<file path="config.mk">
export PLATFORM = sky130hd
export DESIGN_NAME = sram_report_reader
export DESIGN_NICKNAME = d
export VERILOG_FILES = /design/src/rtl/sram_report_reader.sv
export SDC_FILE = /design/constraint.sdc
export NUM_CORES = 1
export LEC_CHECK = 0
export ABC_AREA = 1
export CAP_MARGIN = 20
export CORE_MARGIN = 2
export CORE_UTILIZATION = 48
export CTS_CLUSTER_DIAMETER = 40
export CTS_CLUSTER_SIZE = 24
export DETAILED_ROUTE_END_ITERATION = 12
export PLACE_DENSITY = 0.73
export SYNTH_ARGS = -nofsm -noshare
export SYNTH_HDL_FRONTEND = slang
export SYNTH_SLANG_ARGS = --single-unit
export TNS_END_PERCENT = 10
</file>
<file path="constraint.sdc">
create_clock -name clk -period 1.42 [get_ports clk]
set_input_delay 0.213 -clock clk [delete_from_list [all_inputs] [get_ports clk]]
set_output_delay 0.213 -clock clk [all_outputs]
set_load 0.01 [all_outputs]
</file>
<file path="src/rtl/sram_report_reader.sv">
// sram_report_reader: reads a LENGTH-byte report from the SRAM user port on
// each poll and serializes it MSB-first onto a valid/ready bit stream.
//
// state | meaning
// IDLE  | waiting for poll; frame_done pulse is cleared here
// FETCH | mem_addr has settled for a cycle; capture mem_data into the shifter
// SHIFT | presenting bits; advance on bit_valid && bit_ready
module sram_report_reader #(
    parameter int START_ADDR = 0,
    parameter int LENGTH     = 8
) (
    input  logic       clk,
    input  logic       reset,
    input  logic       poll,
    output logic [4:0] mem_addr,
    input  logic [7:0] mem_data,
    output logic       bit_out,
    output logic       bit_valid,
    input  logic       bit_ready,
    output logic       busy,
    output logic       frame_done
);

    localparam logic [4:0] START     = 5'(START_ADDR);
    localparam logic [4:0] LAST_BYTE = 5'(LENGTH - 1);

    typedef enum logic [1:0] {
        IDLE  = 2'd0,
        FETCH = 2'd1,
        SHIFT = 2'd2
    } state_t;

    state_t     state;
    state_t     state_next;

    logic [7:0] shift_reg;
    logic [2:0] bit_cnt;
    logic [4:0] byte_cnt;

    logic [7:0] shift_next;
    logic [2:0] bit_cnt_next;
    logic [4:0] byte_cnt_next;
    logic [4:0] mem_addr_next;
    logic       bit_out_next;
    logic       bit_valid_next;
    logic       busy_next;
    logic       frame_done_next;

    logic       accept;
    logic       last_bit;
    logic       last_byte;

    assign accept    = bit_valid && bit_ready;
    assign last_bit  = (bit_cnt == 3'd7);
    assign last_byte = (byte_cnt == LAST_BYTE);

    // State, datapath and registered outputs; reset aborts any frame in flight.
    always_ff @(posedge clk or posedge reset) begin
        if (reset) begin
            state      <= IDLE;
            shift_reg  <= 8'd0;
            bit_cnt    <= 3'd0;
            byte_cnt   <= 5'd0;
            mem_addr   <= START;
            bit_out    <= 1'b0;
            bit_valid  <= 1'b0;
            busy       <= 1'b0;
            frame_done <= 1'b0;
        end else begin
            state      <= state_next;
            shift_reg  <= shift_next;
            bit_cnt    <= bit_cnt_next;
            byte_cnt   <= byte_cnt_next;
            mem_addr   <= mem_addr_next;
            bit_out    <= bit_out_next;
            bit_valid  <= bit_valid_next;
            busy       <= busy_next;
            frame_done <= frame_done_next;
        end
    end

    // Next-state decode.
    always_comb begin
        state_next = state;
        case (state)
            IDLE: begin
                if (poll) begin
                    state_next = FETCH;
                end
            end
            FETCH: begin
                state_next = SHIFT;
            end
            SHIFT: begin
                if (accept && last_bit) begin
                    state_next = last_byte ? IDLE : FETCH;
                end
            end
            default: begin
                state_next = IDLE;
            end
        endcase
    end

    // Next values of the datapath and outputs; everything holds unless a
    // state action below changes it, which keeps bit_out stable while stalled.
    always_comb begin
        shift_next      = shift_reg;
        bit_cnt_next    = bit_cnt;
        byte_cnt_next   = byte_cnt;
        mem_addr_next   = mem_addr;
        bit_out_next    = bit_out;
        bit_valid_next  = bit_valid;
        busy_next       = busy;
        frame_done_next = frame_done;
        case (state)
            IDLE: begin
                frame_done_next = 1'b0;
                if (poll) begin
                    mem_addr_next = START;
                    byte_cnt_next = 5'd0;
                    busy_next     = 1'b1;
                end
            end
            FETCH: begin
                // The byte is frozen here; later SRAM writes cannot reach it.
                shift_next     = mem_data;
                bit_cnt_next   = 3'd0;
                bit_out_next   = mem_data[7];
                bit_valid_next = 1'b1;
            end
            SHIFT: begin
                if (accept) begin
                    if (!last_bit) begin
                        shift_next   = {shift_reg[6:0], 1'b0};
                        bit_cnt_next = bit_cnt + 3'd1;
                        bit_out_next = shift_reg[6];
                    end else begin
                        bit_valid_next = 1'b0;
                        if (!last_byte) begin
                            byte_cnt_next = byte_cnt + 5'd1;
                            // 5-bit add wraps 31 -> 0 for reports crossing the top.
                            mem_addr_next = mem_addr + 5'd1;
                        end else begin
                            busy_next       = 1'b0;
                            frame_done_next = 1'b1;
                        end
                    end
                end
            end
            default: begin
                frame_done_next = 1'b0;
            end
        endcase
    end

endmodule

</file>
==> results of run 1 <==
==> stage by stage <==
stage | TNS (ns) | instances | instance area [um^2] | setup slack, ns
floorplan | 0 | 186 | 1440 | 0.00801
global placement | -1.18 | 243 | 1720 | -0.135
detailed placement | -1.55 | 243 | 1720 | -0.164
CTS | -0.183 | 253 | 1810 | -0.0271
global route | -0.0382 | 253 | 1890 | -0.0161
finish | 0 | 253 | 1890 | 0.0542
==> metal layers <==
metal	up-vias	GRT usage, %	wire length, um	share of wire (%)
met5	-	0	0	0
met4	0	8.44	52	1.7
met3	6	2.20	173	5.7
met2	40	30.5	1470	49
met1	558	24.7	1320	44
li1	652	-	-	-
==> what timing repair did <==
item                       in CTS  in global routing
setup endpoints to repair      28                 23
setup buffers                   4                  0
resized for setup              13                 15
gates cloned                    2                  0
pin swaps                       3                  7
==> synthesized netlist by cell type, drive strengths merged <==
cell type and n:
o22a 1, nand4 1, a21oi 2, xnor2 1, nor2 20, dfrtp 26
buf 5, inv 23, o21ai 15, ha 4, nor3 1, nand3 13
nand2 74
==> logic make-up (layout without fill, tap and decap cells) <==
family | count (synthesis) | count (layout) | share of synthesized area, %
compound gates | 18 | 18 | 8.59
xor+xnor | 1 | 1 | 0.608
fa+ha+maj | 4 | 4 | 3.47
buf+inv | 28 | 62 | 9.29
flops | 26 | 26 | 45.1
simple gates | 109 | 111 | 32.9
==> worst register-to-register path, delay by kind of cell, from the launching register on <==
| kind | cells | cell delay, ns |
|---|---|---|
| buf+inv | 1 | 0.14 |
| fa+ha+maj | 2 | 0.37 |
| flops | 1 | 0.42 |
| simple gates | 4 | 0.35 |
==> report_power, final <==
group | switching, uW | internal (uW)
clock network | 232 | 285
registers | 132 | 968
logic | 1120 | 691
total | 1480 | 1940
==> final cells by class <==
| type | instances | area [um^2] | share of cell area [%] |
|---|---|---|---|
| Inverter | 23 | 88.8 | 4.71 |
| Clock inverter | 1 | 30.0 | 1.59 |
| Timing Repair Buffer | 35 | 305 | 16.2 |
| Tap cell | 31 | 38.8 | 2.06 |
| Clock buffer | 3 | 22.5 | 1.19 |
| Sequential cell | 26 | 651 | 34.5 |
| Multi-Input combinational cell | 134 | 751 | 39.8 |
==> path summary, 6_finish.rpt <==
path                            slack (ns)            to   startpoint
worst max-delay path                  0.05    bit_cnt[2]   bit_cnt[1]
worst min-delay path                  0.22  shift_reg[6]        reset
worst max register to register        0.05    bit_cnt[2]   bit_cnt[1]
worst min register to register        0.48          busy         busy
max in group asynchronous             0.95    frame_done        reset
min in group clk                      0.43  shift_reg[0]  mem_data[0]
==> metrics.txt, run 1 <==
# TYPE chip_impl_metric gauge
chip_impl_info{name="run_status",value="finished, final reports clean"} 1
chip_impl_metric{name="fillCellCount",unit=""} 251
chip_impl_metric{name="std_cell_rows",unit=""} 19
chip_impl_metric{name="ant_nets",unit=""} 0
chip_impl_metric{name="design_power_total",unit="uW"} 3430
chip_impl_metric{name="synthCells",unit=""} 186
chip_impl_metric{name="timing.final.setup_violations",unit=""} 0
chip_impl_metric{name="clock_latency",unit="ns"} 0.32
chip_impl_metric{name="timing.final.crit_share",unit="%"} 96.2
chip_impl_metric{name="power.density_cell_area",unit="nW/um^2"} 1820
chip_impl_metric{name="finalCoreUtilization",unit="%"} 67.3
chip_impl_metric{name="syn_area",unit="um^2"} 1440
chip_impl_metric{name="synth.yosys.warnings",unit=""} 0
chip_impl_metric{name="max_slew_margin",unit="%"} 75.2
chip_impl_metric{name="dieWidth",unit="um"} 58.8
chip_impl_metric{name="grt_pass1_vias",unit=""} 1217
chip_impl_metric{name="postRouteWirelength",unit="mm"} 3.02
chip_impl_metric{name="reg2reg_depth",unit=""} 7
chip_impl_info{name="grt_setup_unrepaired",value="true"} 1
chip_impl_metric{name="synth_sequential_area_ratio",unit="%"} 45.1
chip_impl_metric{name="clock_edge_transition_at_the_registers_on_the_reported_setup_and_hold_paths",unit="ns"} 0.15
chip_impl_metric{name="antennaDiodeCount",unit=""} 0
chip_impl_metric{name="via_per_inst",unit=""} 4.96
chip_impl_metric{name="grt_use_total",unit="%"} 18.6
chip_impl_metric{name="synth_top_cell_area_share",unit="%"} 45.1
chip_impl_metric{name="detail_route.first_pass.iterations",unit=""} 4
chip_impl_info{name="synth_largest_area_cell",value="dfrtp_1"} 1
chip_impl_info{name="clock-root-buffer",value="clkbuf_4"} 1
chip_impl_info{name="clock_tree_from_tritoncts",value="yes"} 1
chip_impl_metric{name="synth.avg_cell_area",unit="um^2"} 7.75
chip_impl_metric{name="numClockSinks",unit=""} 26
chip_impl_metric{name="critical_path_arrival",unit="ns"} 1.59
chip_impl_metric{name="nets",unit=""} 239
chip_impl_metric{name="worst_pin_slew",unit="ns"} 0.371
chip_impl_metric{name="time_the_worst_path_needs_with_i_o_delays_and_setup",unit="ns"} 1.37
chip_impl_metric{name="cts.hold.buffers_added",unit=""} 0
chip_impl_metric{name="first_iter_violations",unit=""} 22
chip_impl_info{name="synth_top_cells_by_area",value="dfrtp_1 (45%), nand2_1 (17%), inv_1 (5.2%)"} 1
chip_impl_metric{name="post_drt_wl_per_cell",unit="um"} 11.9
chip_impl_metric{name="synth-seq-cells",unit=""} 26
chip_impl_info{name="layout.cells.most_common",value="nand2_1"} 1
chip_impl_metric{name="core_region_area",unit="um^2"} 2810
chip_impl_metric{name="grt_max_degree",unit=""} 27
chip_impl_metric{name="cp.required",unit="ns"} 1.65
chip_impl_metric{name="place.detailed.hpwl",unit="mm"} 2.06
chip_impl_info{name="hold_wc_path_type",value="in2async"} 1
chip_impl_info{name="mostFrequentLayoutCells",value="nand2_1 (64), dfrtp_1 (26), inv_1 (20)"} 1
chip_impl_metric{name="largest_register_ffs",unit=""} 7
chip_impl_info{name="critical_path.top_delay_family",value="flip-flops"} 1
chip_impl_metric{name="chipHeight",unit="um"} 58.8
chip_impl_metric{name="max_cap_viol_count",unit=""} 0
chip_impl_metric{name="fin_skew",unit="ns"} 0.00245
chip_impl_metric{name="leak_pwr",unit="uW"} 0.000992
chip_impl_metric{name="cp_num_cells",unit=""} 7
chip_impl_metric{name="critPathMaxFanout",unit=""} 4
chip_impl_metric{name="grt_pass1_wl",unit="mm"} 5.04
chip_impl_metric{name="num_io_pins",unit=""} 21
chip_impl_metric{name="place.port_buffers",unit=""} 20
chip_impl_info{name="critical_path.startpoint_type",value="flop"} 1
chip_impl_metric{name="finalHoldViolations",unit=""} 0
chip_impl_metric{name="postSynthNetCount",unit=""} 202
chip_impl_metric{name="grt_antenna_before_repair",unit=""} 0
chip_impl_metric{name="gp_routability_congestion",unit=""} 0.814
chip_impl_metric{name="start_util",unit="%"} 51.4
chip_impl_metric{name="max_clock_freq",unit="GHz"} 0.732
chip_impl_metric{name="overflow",unit=""} 0
chip_impl_metric{name="cts-buffers-inserted",unit=""} 3
chip_impl_metric{name="final.hold.worst_slack",unit="ns"} 0.219
chip_impl_info{name="worstSetupPathType",value="reg2reg"} 1
chip_impl_metric{name="area_growth_syn_to_layout",unit="%"} 30.9
chip_impl_metric{name="layout_cells_sized_above_1",unit="%"} 22.5
chip_impl_metric{name="ctsLongestPathBuffers",unit=""} 2
chip_impl_metric{name="yosys.cell_types.count",unit=""} 22
chip_impl_metric{name="number_of_buffer_and_inverter_stages_on_the_critical_path",unit=""} 1
chip_impl_metric{name="max-vdd-ir-drop",unit="uV"} 1090
chip_impl_info{name="critPathSlowestCell",value="dfrtp_1"} 1
chip_impl_metric{name="htree_num_levels",unit=""} 1
chip_impl_metric{name="dr_vias",unit=""} 1256
chip_impl_metric{name="worst_path_largest_cell_delay",unit="ns"} 0.42
chip_impl_info{name="crit_path_cells",value="ha_2 > ha_4 > nor2_4 > nand2_4 > buf_6 > nand3_1 > nand2_1"} 1
chip_impl_metric{name="report.final.slew_viol_count",unit=""} 0
chip_impl_metric{name="remaining_drc_errors",unit=""} 0
chip_impl_info{name="crit_path_end_kind",value="flop"} 1
chip_impl_metric{name="die_area",unit="um^2"} 3460
Power figures use the tool's default switching activity.
==> inputs of run 2 (changes only) <==
--- a/config.mk
+++ b/config.mk
@@ -13,6 +13,7 @@
 export CTS_CLUSTER_SIZE = 24
 export DETAILED_ROUTE_END_ITERATION = 12
 export PLACE_DENSITY = 0.73
+export REMOVE_ABC_BUFFERS = 1
 export SYNTH_ARGS = -nofsm -noshare
 export SYNTH_HDL_FRONTEND = slang
 export SYNTH_SLANG_ARGS = --single-unit
==> metrics.txt, run 2 (synthesis results as in run 1) <==
# TYPE chip_impl_metric gauge
chip_impl_info{name="run_status",value="finished with violations"} 1
chip_impl_info{name="failed_checks",value="DRC, setup timing"} 1
chip_impl_metric{name="cts-buffers-inserted",unit=""} 3
chip_impl_metric{name="timing.final.crit_share",unit="%"} 100
chip_impl_info{name="critical_path.startpoint_type",value="flop"} 1
chip_impl_metric{name="detail_route.first_pass.iterations",unit=""} 8
chip_impl_metric{name="dpl_cell_area",unit="um^2"} 1720
chip_impl_metric{name="fillCellCount",unit=""} 234
chip_impl_metric{name="ant_nets",unit=""} 0
chip_impl_metric{name="worst_pin_slew",unit="ns"} 0.483
chip_impl_metric{name="start_util",unit="%"} 51.4
chip_impl_metric{name="fin_skew",unit="ns"} 0.00840
chip_impl_metric{name="std_cell_rows",unit=""} 19
chip_impl_info{name="clock-root-buffer",value="clkbuf_4"} 1
chip_impl_metric{name="htree_num_levels",unit=""} 1
chip_impl_metric{name="overflow",unit=""} 0
chip_impl_metric{name="tns",unit="ns"} -0.000976
chip_impl_metric{name="remaining_drc_errors",unit=""} 1
chip_impl_metric{name="clock_edge_transition_at_the_registers_on_the_reported_setup_and_hold_paths",unit="ns"} 0.15
chip_impl_metric{name="max_clock_freq",unit="GHz"} 0.704
chip_impl_metric{name="grt_antenna_before_repair",unit=""} 0
chip_impl_info{name="worstSetupPathType",value="reg2reg"} 1
chip_impl_metric{name="finish.instance_area",unit="um^2"} 1900
chip_impl_metric{name="place.port_buffers",unit=""} 20
chip_impl_metric{name="grt_max_degree",unit=""} 27
chip_impl_metric{name="report.final.slew_viol_count",unit=""} 0
chip_impl_metric{name="first_iter_violations",unit=""} 47
chip_impl_metric{name="largest_register_ffs",unit=""} 7
chip_impl_metric{name="time_the_worst_path_needs_with_i_o_delays_and_setup",unit="ns"} 1.42
chip_impl_metric{name="finalHoldViolations",unit=""} 0
chip_impl_metric{name="layout_cells_sized_above_1",unit="%"} 23.8
chip_impl_info{name="grt_setup_unrepaired",value="true"} 1
chip_impl_metric{name="critPathMaxFanout",unit=""} 8
chip_impl_metric{name="cp.required",unit="ns"} 1.70
chip_impl_metric{name="dr_vias",unit=""} 1275
chip_impl_metric{name="postLayoutSetupSlackWorst",unit="ns"} -0.000976
chip_impl_metric{name="place.detailed.hpwl",unit="mm"} 2.02
chip_impl_metric{name="area_growth_syn_to_layout",unit="%"} 31.9
chip_impl_info{name="crit_path_end_kind",value="flop"} 1
chip_impl_metric{name="max_cap_viol_count",unit=""} 0
chip_impl_metric{name="nets",unit=""} 240
chip_impl_metric{name="grt_pass1_vias",unit=""} 1175
chip_impl_info{name="clock_tree_from_tritoncts",value="yes"} 1
chip_impl_metric{name="grt_pass1_wl",unit="mm"} 5.08
chip_impl_metric{name="gp_routability_congestion",unit=""} 0.796
chip_impl_metric{name="num_io_pins",unit=""} 21
chip_impl_metric{name="antennaDiodeCount",unit=""} 0
chip_impl_metric{name="ctsLongestPathBuffers",unit=""} 2
chip_impl_metric{name="place_ws",unit="ns"} -0.164
chip_impl_metric{name="leak_pwr",unit="uW"} 0.000995
chip_impl_metric{name="post_drt_wl_per_cell",unit="um"} 12.0
chip_impl_metric{name="chipHeight",unit="um"} 58.8
chip_impl_info{name="hold_wc_path_type",value="in2async"} 1
chip_impl_metric{name="grt_use_total",unit="%"} 19.5
chip_impl_metric{name="power.density_cell_area",unit="nW/um^2"} 1840
chip_impl_info{name="mostFrequentLayoutCells",value="nand2_1 (60), dfrtp_1 (26), inv_1 (20)"} 1
chip_impl_metric{name="critical_path_arrival",unit="ns"} 1.70
chip_impl_metric{name="postRouteWirelength",unit="mm"} 3.05
chip_impl_metric{name="via_per_inst",unit=""} 5.02
chip_impl_metric{name="max-vdd-ir-drop",unit="uV"} 970
chip_impl_metric{name="dieWidth",unit="um"} 58.8
chip_impl_metric{name="die_area",unit="um^2"} 3460
chip_impl_metric{name="timing.final.setup_violations",unit=""} 1
chip_impl_metric{name="max_slew_margin",unit="%"} 67.7
chip_impl_info{name="layout.cells.most_common",value="nand2_1"} 1
chip_impl_metric{name="core_region_area",unit="um^2"} 2810
chip_impl_metric{name="numClockSinks",unit=""} 26
chip_impl_metric{name="clock_latency",unit="ns"} 0.34
chip_impl_metric{name="final.hold.worst_slack",unit="ns"} 0.228
[run 2: critical path, cell delays in order (launching register included)]
cell and delay [ns]:
dfrtp_1 0.42, ha_2 0.21, ha_4 0.17, nor2_2 0.17, nand2_4 0.13, nand2_8 0.11
nor2_1 0.06, a21oi_2 0.09
[run 2: area by class of cell]
type	instances	area (um^2)	area share, %
Clock buffer	4	36.3	1.91
Inverter	23	93.8	4.94
Multi-Input combinational cell	135	763	40.2
Sequential cell	26	651	34.2
Tap cell	31	38.8	2.04
Timing Repair Buffer	35	318	16.7
[run 2: stage by stage]
stage / cells / total power [uW] / util, %
after floorplan: 181 / 2160 / -
after global placement: 242 / 2690 / 61.3
after detailed placement: 242 / 2760 / 61.3
after CTS: 253 / 3320 / 65.4
after global routing: 254 / 3780 / 67.8
final: 254 / 3490 / 67.8
[run 2: path summary, 6_finish.rpt]
check / cells after the start / to / slack [ns] / from
max in group asynchronous: 3 / frame_done / 0.94 / reset
hold reg to reg: 2 / busy / 0.48 / busy
setup reg to reg: 7 / bit_out / -0.001 / bit_cnt[1]
min in group clk: 3 / shift_reg[0] / 0.44 / mem_data[0]
setup / recovery: 7 / bit_out / -0.001 / bit_cnt[1]
hold / removal: 3 / mem_addr[1] / 0.23 / reset
[run 2: metal layers]
metal  GRT usage, %  wire, um  vias to the layer above
met4           7.79        56                        0
met3           3.52       126                        5
met1           25.0      1340                      588
met2           32.5      1530                       29
met5              0         0                        -
li1               -         -                      653
[run 2: report_power, final]
group          internal (uW)  switching, uW  total (uW)
clock                    157            235         392
sequential               969            126        1090
combinational            785           1220        2010
[run 2: repair_timing]
action	in CTS	in global routing
buffers inserted	5	0
setup endpoints to repair	28	22
hold buffers	0	0
gates resized for setup	16	14
gates cloned	2	1
pin swaps	1	4
==> inputs of run 3 (changes only) <==
--- a/config.mk
+++ b/config.mk
@@ -8,13 +8,12 @@
 export ABC_AREA = 1
 export CAP_MARGIN = 20
 export CORE_MARGIN = 2
-export CORE_UTILIZATION = 48
+export CORE_UTILIZATION = 50
 export CTS_CLUSTER_DIAMETER = 40
 export CTS_CLUSTER_SIZE = 24
 export DETAILED_ROUTE_END_ITERATION = 12
-export PLACE_DENSITY = 0.73
+export PLACE_DENSITY = 0.72
 export REMOVE_ABC_BUFFERS = 1
 export SYNTH_ARGS = -nofsm -noshare
 export SYNTH_HDL_FRONTEND = slang
 export SYNTH_SLANG_ARGS = --single-unit
-export TNS_END_PERCENT = 10
==> constraint.sdc (replaced) <==
create_clock -name clk -period 1.4 [get_ports clk]
set_input_delay 0.21 -clock clk [delete_from_list [all_inputs] [get_ports clk]]
set_output_delay 0.21 -clock clk [all_outputs]
set_load 0.01 [all_outputs]
==> metrics.txt, run 3 (synthesis results as in run 1) <==
# TYPE chip_impl_metric gauge
chip_impl_metric{name="place.port_buffers",unit=""} 20
chip_impl_metric{name="max_clock_freq",unit="GHz"} 0.731
chip_impl_metric{name="area_growth_syn_to_layout",unit="%"} 32.1
chip_impl_metric{name="finish.instance_area",unit="um^2"} 1900
chip_impl_metric{name="worst_pin_slew",unit="ns"} 0.396
chip_impl_metric{name="overflow",unit=""} 0
chip_impl_metric{name="detail_route.first_pass.iterations",unit=""} 4
chip_impl_metric{name="post_drt_wl_per_cell",unit="um"} 12.5
chip_impl_info{name="layout.cells.most_common",value="nand2_1"} 1
chip_impl_metric{name="core_region_area",unit="um^2"} 2760
chip_impl_metric{name="max-vdd-ir-drop",unit="uV"} 1280
chip_impl_metric{name="ctsLongestPathBuffers",unit=""} 2
chip_impl_metric{name="fillCellCount",unit=""} 212
chip_impl_metric{name="time_the_worst_path_needs_with_i_o_delays_and_setup",unit="ns"} 1.37
chip_impl_metric{name="grt_pass1_wl",unit="mm"} 5.37
chip_impl_metric{name="grt_max_degree",unit=""} 27
chip_impl_metric{name="place.detailed.hpwl",unit="mm"} 1.99
chip_impl_metric{name="dr_vias",unit=""} 1295
chip_impl_metric{name="first_iter_violations",unit=""} 69
chip_impl_metric{name="num_io_pins",unit=""} 21
chip_impl_metric{name="std_cell_rows",unit=""} 19
chip_impl_metric{name="grt_pass1_vias",unit=""} 1253
chip_impl_metric{name="layout_cells_sized_above_1",unit="%"} 26.2
chip_impl_metric{name="clock_edge_transition_at_the_registers_on_the_reported_setup_and_hold_paths",unit="ns"} 0.15
chip_impl_metric{name="max_cap_viol_count",unit=""} 0
chip_impl_metric{name="sw_frac_of_total",unit="%"} 45.8
chip_impl_metric{name="antennaDiodeCount",unit=""} 0
chip_impl_info{name="clock-root-buffer",value="clkbuf_4"} 1
chip_impl_metric{name="timing.final.crit_share",unit="%"} 97.7
chip_impl_metric{name="postLayoutSetupSlackWorst",unit="ns"} 0.0326
chip_impl_metric{name="clock_latency",unit="ns"} 0.32
chip_impl_info{name="run_status",value="finished, final reports clean"} 1
chip_impl_metric{name="power.share.combinational",unit="%"} 55.5
chip_impl_metric{name="power.clock.fraction",unit="%"} 11.5
chip_impl_metric{name="place_ws",unit="ns"} -0.163
chip_impl_metric{name="ant_nets",unit=""} 0
chip_impl_metric{name="critical_path_arrival",unit="ns"} 1.65
chip_impl_info{name="crit_path_cells",value="ha_4 > ha_4 > nand3_2 > nand2_2 > nand2_4 > inv_4 > nand2_4 > nand2_1 > nand2_1"} 1
chip_impl_metric{name="numClockSinks",unit=""} 26
chip_impl_info{name="hold_wc_path_type",value="in2async"} 1
chip_impl_metric{name="nets",unit=""} 242
chip_impl_info{name="worstSetupPathType",value="reg2reg"} 1
chip_impl_metric{name="switching_power",unit="uW"} 1570
chip_impl_metric{name="global_route.usage.met1",unit="%"} 25.9
chip_impl_metric{name="max_slew_margin",unit="%"} 73.6
chip_impl_metric{name="via_per_inst",unit=""} 5.06
chip_impl_info{name="critPathSlowestCell",value="dfrtp_1"} 1
chip_impl_metric{name="routing_usage_on_met2",unit="%"} 36.2
chip_impl_metric{name="remaining_drc_errors",unit=""} 0
chip_impl_metric{name="largest_register_ffs",unit=""} 7
chip_impl_info{name="critical_path.startpoint_type",value="flop"} 1
chip_impl_metric{name="finalCoreUtilization",unit="%"} 69.1
chip_impl_metric{name="grt_use_total",unit="%"} 20.5
chip_impl_metric{name="final.hold.worst_slack",unit="ns"} 0.224
chip_impl_metric{name="timing.final.setup_violations",unit=""} 0
chip_impl_metric{name="htree_num_levels",unit=""} 1
chip_impl_metric{name="fin_skew",unit="ns"} 0.00620
chip_impl_metric{name="leak_pwr",unit="uW"} 0.000998
chip_impl_info{name="grt_setup_unrepaired",value="true"} 1
chip_impl_metric{name="finalHoldViolations",unit=""} 0
chip_impl_metric{name="chipHeight",unit="um"} 57.7
chip_impl_metric{name="dieWidth",unit="um"} 57.7
chip_impl_metric{name="cp.required",unit="ns"} 1.68
chip_impl_metric{name="power.density_cell_area",unit="nW/um^2"} 1800
chip_impl_metric{name="design_power_total",unit="uW"} 3420
chip_impl_metric{name="postRouteWirelength",unit="mm"} 3.21
chip_impl_metric{name="grt_util_met3",unit="%"} 2.23
chip_impl_info{name="clock_tree_from_tritoncts",value="yes"} 1
chip_impl_info{name="crit_path_end_kind",value="flop"} 1
chip_impl_metric{name="report.final.slew_viol_count",unit=""} 0
chip_impl_metric{name="dpl_cell_area",unit="um^2"} 1720
chip_impl_metric{name="gp_routability_congestion",unit=""} 0.801
chip_impl_metric{name="die_area",unit="um^2"} 3330
chip_impl_metric{name="critPathMaxFanout",unit=""} 5
chip_impl_metric{name="grt_antenna_before_repair",unit=""} 0
chip_impl_metric{name="worst_path_largest_cell_delay",unit="ns"} 0.44
chip_impl_metric{name="p_int",unit="uW"} 1850
chip_impl_info{name="grt_most_used_layer",value="met2"} 1
chip_impl_metric{name="start_util",unit="%"} 52.3
chip_impl_info{name="mostFrequentLayoutCells",value="nand2_1 (59), dfrtp_1 (25), inv_1 (20)"} 1
chip_impl_metric{name="power.share.sequential",unit="%"} 33.0
chip_impl_metric{name="cts-buffers-inserted",unit=""} 3
run 3: cell types whose count changed in the layout (fill, tap and decap cells not counted), sizes merged:
cell | before | now
nand2 | 76 | 75
buf | 15 | 18
run 3: routing by layer:
layer  up-vias  share of wire (%)
li1        656                  -
met1       608                 42
met2        27                 53
met3         4                3.5
met4         0                1.1
met5         -                  0
run 3: what timing repair did:
action | in CTS | in global routing
buffers inserted | 6 | 1
pin swaps | 3 | 9
endpoints found under the setup margin | 31 | 17
hold buffers | 0 | 0
cloned | 2 | 0
gates resized for setup | 18 | 16
run 3: final cells by class:
| class | count | area [um^2] | share of cell area [%] |
|---|---|---|---|
| Clock buffer | 4 | 36.3 | 1.91 |
| Inverter | 23 | 88.8 | 4.66 |
| Multi-Input combinational cell | 134 | 761 | 39.9 |
| Sequential cell | 26 | 652 | 34.2 |
| Tap cell | 31 | 38.8 | 2.04 |
| Timing Repair Buffer | 38 | 328 | 17.2 |
run 3: power groups by stage:
stage | registers, uW | clock network, uW | logic [uW]
floorplan | 1140 | 0 | 1050
global placement | 1120 | 0 | 1530
detailed placement | 1130 | 0 | 1590
CTS | 1110 | 401 | 1770
global route | 1150 | 422 | 2100
finish | 1130 | 393 | 1900
run 3: final timing paths:
path                       slack, ns            to  cells past startpoint        start
setup / recovery                0.03   mem_addr[0]                      9   bit_cnt[1]
hold / removal                  0.22   byte_cnt[1]                      3        reset
min in group clk                0.45  shift_reg[0]                      3  mem_data[0]
hold reg to reg                 0.48          busy                      2         busy
setup reg to reg                0.03   mem_addr[0]                      9   bit_cnt[1]
max in group asynchronous       0.90      state[0]                      3        reset
run 3: metrics by stage:
step                      TNS [ns]  std cells
after floorplan           -0.00494        181
after global placement       -1.55        243
after detailed placement     -1.75        243
after CTS                        0        255
after global routing        -0.105        256
final                            0        256
run 3: critical path: cells and delay by family (launching register included):
family / cells / cell delay (ns)
AND/OR/NAND/NOR: 6 / 0.48
flip-flops: 1 / 0.44
adder cells (fa/ha/maj): 2 / 0.35
buffers and inverters: 1 / 0.06
